$ cat src/rtl/command_decoder_if.sv
// Handshake and FIFO bundle between the command decoder, the command reader's
// FIFO and the clear/triangle/swap engines.
interface command_decoder_if #(
    parameter int unsigned COUNT_WIDTH = 16
);
    logic                   reader_ready;
    logic                   fifo_empty;
    logic [63:0]            fifo_q;
    logic                   fifo_rdreq;
    logic                   clear_valid;
    logic [23:0]            clear_color;
    logic                   clear_ready;
    logic                   tri_valid;
    logic [191:0]           tri_data;
    logic                   tri_ready;
    logic                   swap_req;
    logic                   swap_done;
    logic                   done;
    logic                   error;
    logic [COUNT_WIDTH-1:0] triangles_drawn;

    modport master (
        input  reader_ready, fifo_empty, fifo_q, clear_ready, tri_ready, swap_done,
        output fifo_rdreq, clear_valid, clear_color, tri_valid, tri_data,
               swap_req, done, error, triangles_drawn
    );

    modport slave (
        output reader_ready, fifo_empty, fifo_q, clear_ready, tri_ready, swap_done,
        input  fifo_rdreq, clear_valid, clear_color, tri_valid, tri_data,
               swap_req, done, error, triangles_drawn
    );
endinterface

$ cat src/rtl/command_decoder.sv
// Parses 64-bit command words from the reader FIFO into clear, triangle,
// swap and end-of-list operations for the downstream engines.
module command_decoder #(
    parameter int unsigned COUNT_WIDTH = 16
) (
    input  logic              clock,
    input  logic              reset_n,
    input  logic              restart,
    command_decoder_if.master bus
);
    typedef enum logic [3:0] {
        IDLE, FETCH, DECODE, FETCH_VTX, CAPTURE_VTX,
        WAIT_CLEAR, WAIT_TRI, WAIT_SWAP, HALT
    } state_t;

    typedef enum logic [7:0] {
        OP_NOP      = 8'h00,
        OP_CLEAR    = 8'h01,
        OP_TRIANGLE = 8'h02,
        OP_SWAP     = 8'h03,
        OP_END      = 8'h04
    } opcode_t;

    state_t                 state;
    logic [1:0]             vtx;
    logic [63:0]            vert0, vert1, vert2;
    logic [23:0]            clear_color;
    logic                   clear_valid;
    logic                   tri_valid;
    logic                   swap_req;
    logic                   done;
    logic                   error;
    logic [COUNT_WIDTH-1:0] tri_count;
    logic                   pop;

    // The FIFO has no look-ahead, so every pop is followed by a cycle that consumes fifo_q.
    assign pop = (state == FETCH || state == FETCH_VTX) && !bus.fifo_empty
                 && bus.reader_ready && !restart;

    assign bus.fifo_rdreq      = pop;
    assign bus.clear_valid     = clear_valid;
    assign bus.clear_color     = clear_color;
    assign bus.tri_valid       = tri_valid;
    assign bus.tri_data        = {vert2, vert1, vert0};
    assign bus.swap_req        = swap_req;
    assign bus.done            = done;
    assign bus.error           = error;
    assign bus.triangles_drawn = tri_count;

    always_ff @(posedge clock or negedge reset_n) begin
        if (!reset_n) begin
            state       <= IDLE;
            vtx         <= '0;
            vert0       <= '0;
            vert1       <= '0;
            vert2       <= '0;
            clear_color <= '0;
            clear_valid <= 1'b0;
            tri_valid   <= 1'b0;
            swap_req    <= 1'b0;
            done        <= 1'b0;
            error       <= 1'b0;
            tri_count   <= '0;
        end else if (restart) begin
            // Vertex slots keep stale data; tri_valid low and vtx=0 make them unreachable.
            state       <= IDLE;
            vtx         <= '0;
            clear_valid <= 1'b0;
            tri_valid   <= 1'b0;
            swap_req    <= 1'b0;
            done        <= 1'b0;
            error       <= 1'b0;
            tri_count   <= '0;
        end else begin
            case (state)
                IDLE: begin
                    if (bus.reader_ready) state <= FETCH;
                end
                FETCH: begin
                    if (pop) state <= DECODE;
                end
                DECODE: begin
                    case (bus.fifo_q[7:0])
                        OP_NOP: state <= FETCH;
                        OP_CLEAR: begin
                            clear_color <= bus.fifo_q[31:8];
                            clear_valid <= 1'b1;
                            state       <= WAIT_CLEAR;
                        end
                        OP_TRIANGLE: begin
                            vtx   <= '0;
                            state <= FETCH_VTX;
                        end
                        OP_SWAP: begin
                            swap_req <= 1'b1;
                            state    <= WAIT_SWAP;
                        end
                        OP_END: begin
                            done  <= 1'b1;
                            state <= HALT;
                        end
                        default: begin
                            error <= 1'b1;
                            done  <= 1'b1;
                            state <= HALT;
                        end
                    endcase
                end
                FETCH_VTX: begin
                    if (pop) state <= CAPTURE_VTX;
                end
                CAPTURE_VTX: begin
                    case (vtx)
                        2'd0:    vert0 <= bus.fifo_q;
                        2'd1:    vert1 <= bus.fifo_q;
                        default: vert2 <= bus.fifo_q;
                    endcase
                    if (vtx == 2'd2) begin
                        tri_valid <= 1'b1;
                        state     <= WAIT_TRI;
                    end else begin
                        vtx   <= vtx + 2'd1;
                        state <= FETCH_VTX;
                    end
                end
                WAIT_CLEAR: begin
                    if (clear_valid && bus.clear_ready) begin
                        clear_valid <= 1'b0;
                        state       <= FETCH;
                    end
                end
                WAIT_TRI: begin
                    if (tri_valid && bus.tri_ready) begin
                        tri_valid <= 1'b0;
                        tri_count <= tri_count + COUNT_WIDTH'(1);
                        state     <= FETCH;
                    end
                end
                WAIT_SWAP: begin
                    if (bus.swap_done) begin
                        swap_req <= 1'b0;
                        state    <= FETCH;
                    end
                end
                HALT: state <= HALT;
                default: state <= IDLE;
            endcase
        end
    end
endmodule
$ cat src/flat_wrapper.sv
// flat-port wrapper written by rule: the top's interface ports become plain ports
module command_decoder_flat 
#(
    parameter int unsigned COUNT_WIDTH = 16
)
  (clock, reset_n, restart, bus_reader_ready, bus_fifo_empty, bus_fifo_q, bus_clear_ready, bus_tri_ready, bus_swap_done, bus_fifo_rdreq, bus_clear_valid, bus_clear_color, bus_tri_valid, bus_tri_data, bus_swap_req, bus_done, bus_error, bus_triangles_drawn);
  command_decoder_if #(.COUNT_WIDTH(COUNT_WIDTH)) bus_i ();
  input  logic clock;
  input  logic reset_n;
  input  logic restart;
  input wire logic [$bits(bus_i.reader_ready)-1:0] bus_reader_ready;
  input wire logic [$bits(bus_i.fifo_empty)-1:0] bus_fifo_empty;
  input wire logic [$bits(bus_i.fifo_q)-1:0] bus_fifo_q;
  input wire logic [$bits(bus_i.clear_ready)-1:0] bus_clear_ready;
  input wire logic [$bits(bus_i.tri_ready)-1:0] bus_tri_ready;
  input wire logic [$bits(bus_i.swap_done)-1:0] bus_swap_done;
  output wire logic [$bits(bus_i.fifo_rdreq)-1:0] bus_fifo_rdreq;
  output wire logic [$bits(bus_i.clear_valid)-1:0] bus_clear_valid;
  output wire logic [$bits(bus_i.clear_color)-1:0] bus_clear_color;
  output wire logic [$bits(bus_i.tri_valid)-1:0] bus_tri_valid;
  output wire logic [$bits(bus_i.tri_data)-1:0] bus_tri_data;
  output wire logic [$bits(bus_i.swap_req)-1:0] bus_swap_req;
  output wire logic [$bits(bus_i.done)-1:0] bus_done;
  output wire logic [$bits(bus_i.error)-1:0] bus_error;
  output wire logic [$bits(bus_i.triangles_drawn)-1:0] bus_triangles_drawn;
  assign bus_i.reader_ready = bus_reader_ready;
  assign bus_i.fifo_empty = bus_fifo_empty;
  assign bus_i.fifo_q = bus_fifo_q;
  assign bus_i.clear_ready = bus_clear_ready;
  assign bus_i.tri_ready = bus_tri_ready;
  assign bus_i.swap_done = bus_swap_done;
  assign bus_fifo_rdreq = bus_i.fifo_rdreq;
  assign bus_clear_valid = bus_i.clear_valid;
  assign bus_clear_color = bus_i.clear_color;
  assign bus_tri_valid = bus_i.tri_valid;
  assign bus_tri_data = bus_i.tri_data;
  assign bus_swap_req = bus_i.swap_req;
  assign bus_done = bus_i.done;
  assign bus_error = bus_i.error;
  assign bus_triangles_drawn = bus_i.triangles_drawn;
  command_decoder #(.COUNT_WIDTH(COUNT_WIDTH)) u_core (.clock(clock), .reset_n(reset_n), .restart(restart), .bus(bus_i));
endmodule
$ cat config.mk
export PLATFORM = sky130hd
export DESIGN_NAME = command_decoder_flat
export DESIGN_NICKNAME = d
export VERILOG_FILES = /design/src/rtl/command_decoder_if.sv /design/src/rtl/command_decoder.sv /design/src/flat_wrapper.sv
export SDC_FILE = /design/constraint.sdc
export NUM_CORES = 1
export LEC_CHECK = 0
export ABC_AREA = 1
export BUFFER_PORTS_ARGS = -buffer_cell sky130_fd_sc_hd__buf_2
export CORE_MARGIN = 2
export CORE_UTILIZATION = 46
export CTS_BUF_LIST = sky130_fd_sc_hd__clkbuf_16
export CTS_CLUSTER_SIZE = 14
export DETAILED_ROUTE_END_ITERATION = 16
export GPL_ROUTABILITY_DRIVEN = 0
export PLACE_DENSITY_LB_ADDON = 0.05
export REMOVE_ABC_BUFFERS = 1
export SLEW_MARGIN = 15
export SYNTH_ARGS = -nofsm -noshare
export SYNTH_HDL_FRONTEND = slang
export SYNTH_SLANG_ARGS = --single-unit
$ cat constraint.sdc
create_clock -name clock -period 1.5 [get_ports clock]
set_input_delay 0.15 -clock clock [delete_from_list [all_inputs] [get_ports clock]]
set_output_delay 0.15 -clock clock [all_outputs]
set_load 0.005 [all_outputs]
==> impl_metrics.ini <==
[power_and_ir_drop]
max-vdd-ir-drop_v = 0.0009375
leakage_uw = 0.008135
powerDensity_mw_per_mm2 = 1160

[worst_setup_path]
cp_data_arrival_time_ps = 2160
startpoint = u_core.state[3]
cp_cell_sequence = buf_6 -> nor2_4 -> nand2_4 -> nor2_4 -> buf_6 -> buf_12 -> nand2_8 -> buf_16 -> nand2_1 -> o21ai_1
crit_family = buffers and inverters
crit_slowest_cell = dfrtp_1
r2r_setup_slack_ps = -250
critPathMaxStageDelay_ps = 410
worst_setup_path_end_kind = register
path_buf_inv = 4
crit_required_ps = 1910
r2r-start = u_core.state[3]
cp_max_fo = 14
start_kind = register
criticalPathCategory = reg2reg

[die]
die_area_mm2 = 0.02210
core_mm2 = 0.02036
die_w_um = 148.7
die_h_um = 148.7
ios = 310
num_rows = 52
start_util_pct = 47.27

[finish]
antenna_cells = 0
nets = 1557
areaGrowthSynthToFinish_pct = 59.45
instances_no_fill = 1769
drive_gt1_share_pct = 43.43
post-route-util_pct = 75.37
fin_area_mm2 = 0.01535

[sta]
finalHoldViolCount = 0
rsz0062_at_grt = yes
relSlewSlack_pct = 72.12
slew_violations = 0
setup_tns_ps = -33990
hold_slack_ps = 30.55
setup-violations-final = 229
timing.final.crit_period_ps = 1749
finalClockSkew_ps = 14.73
fmax_mhz = 571.6
finalCritPeriodShare_pct = 116.6
tightest_slew_ps = 418.2
finalWorstSetupSlack_ps = -249.4

[run_status]
status = finished with violations
violations = setup timing

[place]
dp.cells = 1602
placedInstanceArea_mm2 = 0.01177
dp_hpwl_mm = 17.68
io_buffers = 309

[grt]
grt_pass1_wl_mm = 45.07
grt_max_degree = 51
antenna_found_initial = 0
grt_pass1_vias = 8447
overflow = 0
grt_use_total_pct = 25.71

[routing]
ant_nets = 0
routed_wl_mm = 33.18
vias_per_cell = 5.158
drc_errors = 0
wire_per_inst_um = 18.76
drtPass1Iterations = 5
drt_iter0_drc = 574
vias = 9125

[min_path]
hold_path_class = in2reg
hp-start = restart

[clocking]
root_buffer = clkbuf_16
htree_levels = 1
insertion_delay_ps = 530
clock_sinks = 243
clk_pin_slew_ps = 70
numCtsBuffers = 27
cts_tree = built
clockBufferDepth = 3

[logic_synthesis]
ys_warn_count = 0
syn_area_per_cell_um2 = 9.365
syn_area_mm2 = 0.009627
synth_edf_count = 0
synth_cells = 1028
ys.flop_type = dfrtp_1
ys_types = 31
ys_ff_latch = 243
synthArstFlopShare_pct = 100.0
seq_area_frac_synth_pct = 63.17

[flow_run]
drv_cap = 0
## flip-flops by register name, summed over array words and instances (netlist names)
signal / cells
u_core.bus.clear_color: 24
u_core.bus.clear_valid: 1
u_core.bus.done: 1
u_core.bus.error: 1
u_core.bus.swap_req: 1
u_core.bus.tri_valid: 1
u_core.bus.triangles_drawn: 16
u_core.state: 4
u_core.vert0: 64
u_core.vert1: 64
u_core.vert2: 64
u_core.vtx: 2
## cells by family after synthesis
family | share of synthesized area, %
compound gates | 13.24
fa+ha+maj | 0.5199
buf+inv | 6.940
flops | 63.17
simple gates | 16.13
## layout by cell type, fill, tap and decap left out, types with 2 or more instances in the layout
master	instances
a21oi_1	11
buf_12	20
buf_16	12
buf_2	308
buf_4	29
buf_6	18
buf_8	5
bufinv_16	5
clkbuf_16	41
clkinv_1	7
dfrtp_1	242
dlygate4sd3_1	65
ha_1	4
inv_1	98
inv_2	2
inv_4	2
nand2_1	196
nand2_2	45
nand2_4	61
nand2_8	6
nand3_1	21
nand3_2	2
nand4_1	10
nor2_1	21
nor2_2	7
nor2_4	6
nor3_1	5
o21ai_0	19
o21ai_1	143
o21ai_2	72
## power by group
group,switching (uW),internal (uW),leakage [uW],total [uW]
clock network,2660,4120,0.000450,6780
registers,545,7290,0.00333,7830
logic,1640,1550,0.00435,3190
## through the flow
stage	setup slack, ps	total power (uW)
floorplan	-1578	8807
global placement	59.93	10250
detailed placement	-12.12	10310
CTS	-208.9	17340
global route	-299.2	18590
finish	-249.4	17800
## layout make-up
| class | count | area (um^2) |
|---|---|---|
| Clock buffer | 27 | 675.6 |
| Tap cell | 270 | 337.8 |
| Clock inverter | 20 | 224.0 |
| Fill cell | 1443 | 5015 |
| Sequential cell | 243 | 6082 |
| Timing Repair Buffer | 471 | 3769 |
| Inverter | 98 | 372.9 |
| Multi-Input combinational cell | 640 | 3889 |
## final timing paths
check,to,depth (start not counted)
worst max-delay path,u_core.vert0[43],10
worst min-delay path,u_core.bus.done,2
worst max register to register,u_core.vert0[43],10
worst min register to register,u_core.vert1[10],2
max in group asynchronous,u_core.bus.triangles_drawn[0],3
min in group asynchronous,u_core.vert0[50],2
## metal layers
| metal | global-route usage, % | part of all wire [%] | wire, um |
|---|---|---|---|
| met4 | 9.762 | 3.8 | 1268 |
| met1 | 35.39 | 42 | 13810 |
| met3 | 3.834 | 6.7 | 2225 |
| met2 | 41.64 | 48 | 15880 |
| met5 | 0 | 0 | 0 |
## repair_timing
| item | CTS | global route |
|---|---|---|
| resized for setup | 62 | 304 |
| pin swaps | 6 | 24 |
| hold buffers | 65 | 0 |
| endpoints found under the hold margin | 455 | 0 |
| buffers inserted | 9 | 14 |
| cloned | 12 | 27 |
| endpoints found under the setup margin | 13 | 244 |
## cell usage after synthesis, drive strengths merged (4+ instances only)
library cell    n  area share (%)
ha              4            0.52
nand3          23             1.2
inv            98             3.8
nand2         303              12
a21oi          11            0.57
buf            51             3.1
nand4          11            0.78
nor3            6            0.43
o21ai         235              12
nor2           34             1.5
dfrtp         243              63
(Power assumes the default switching activity.)
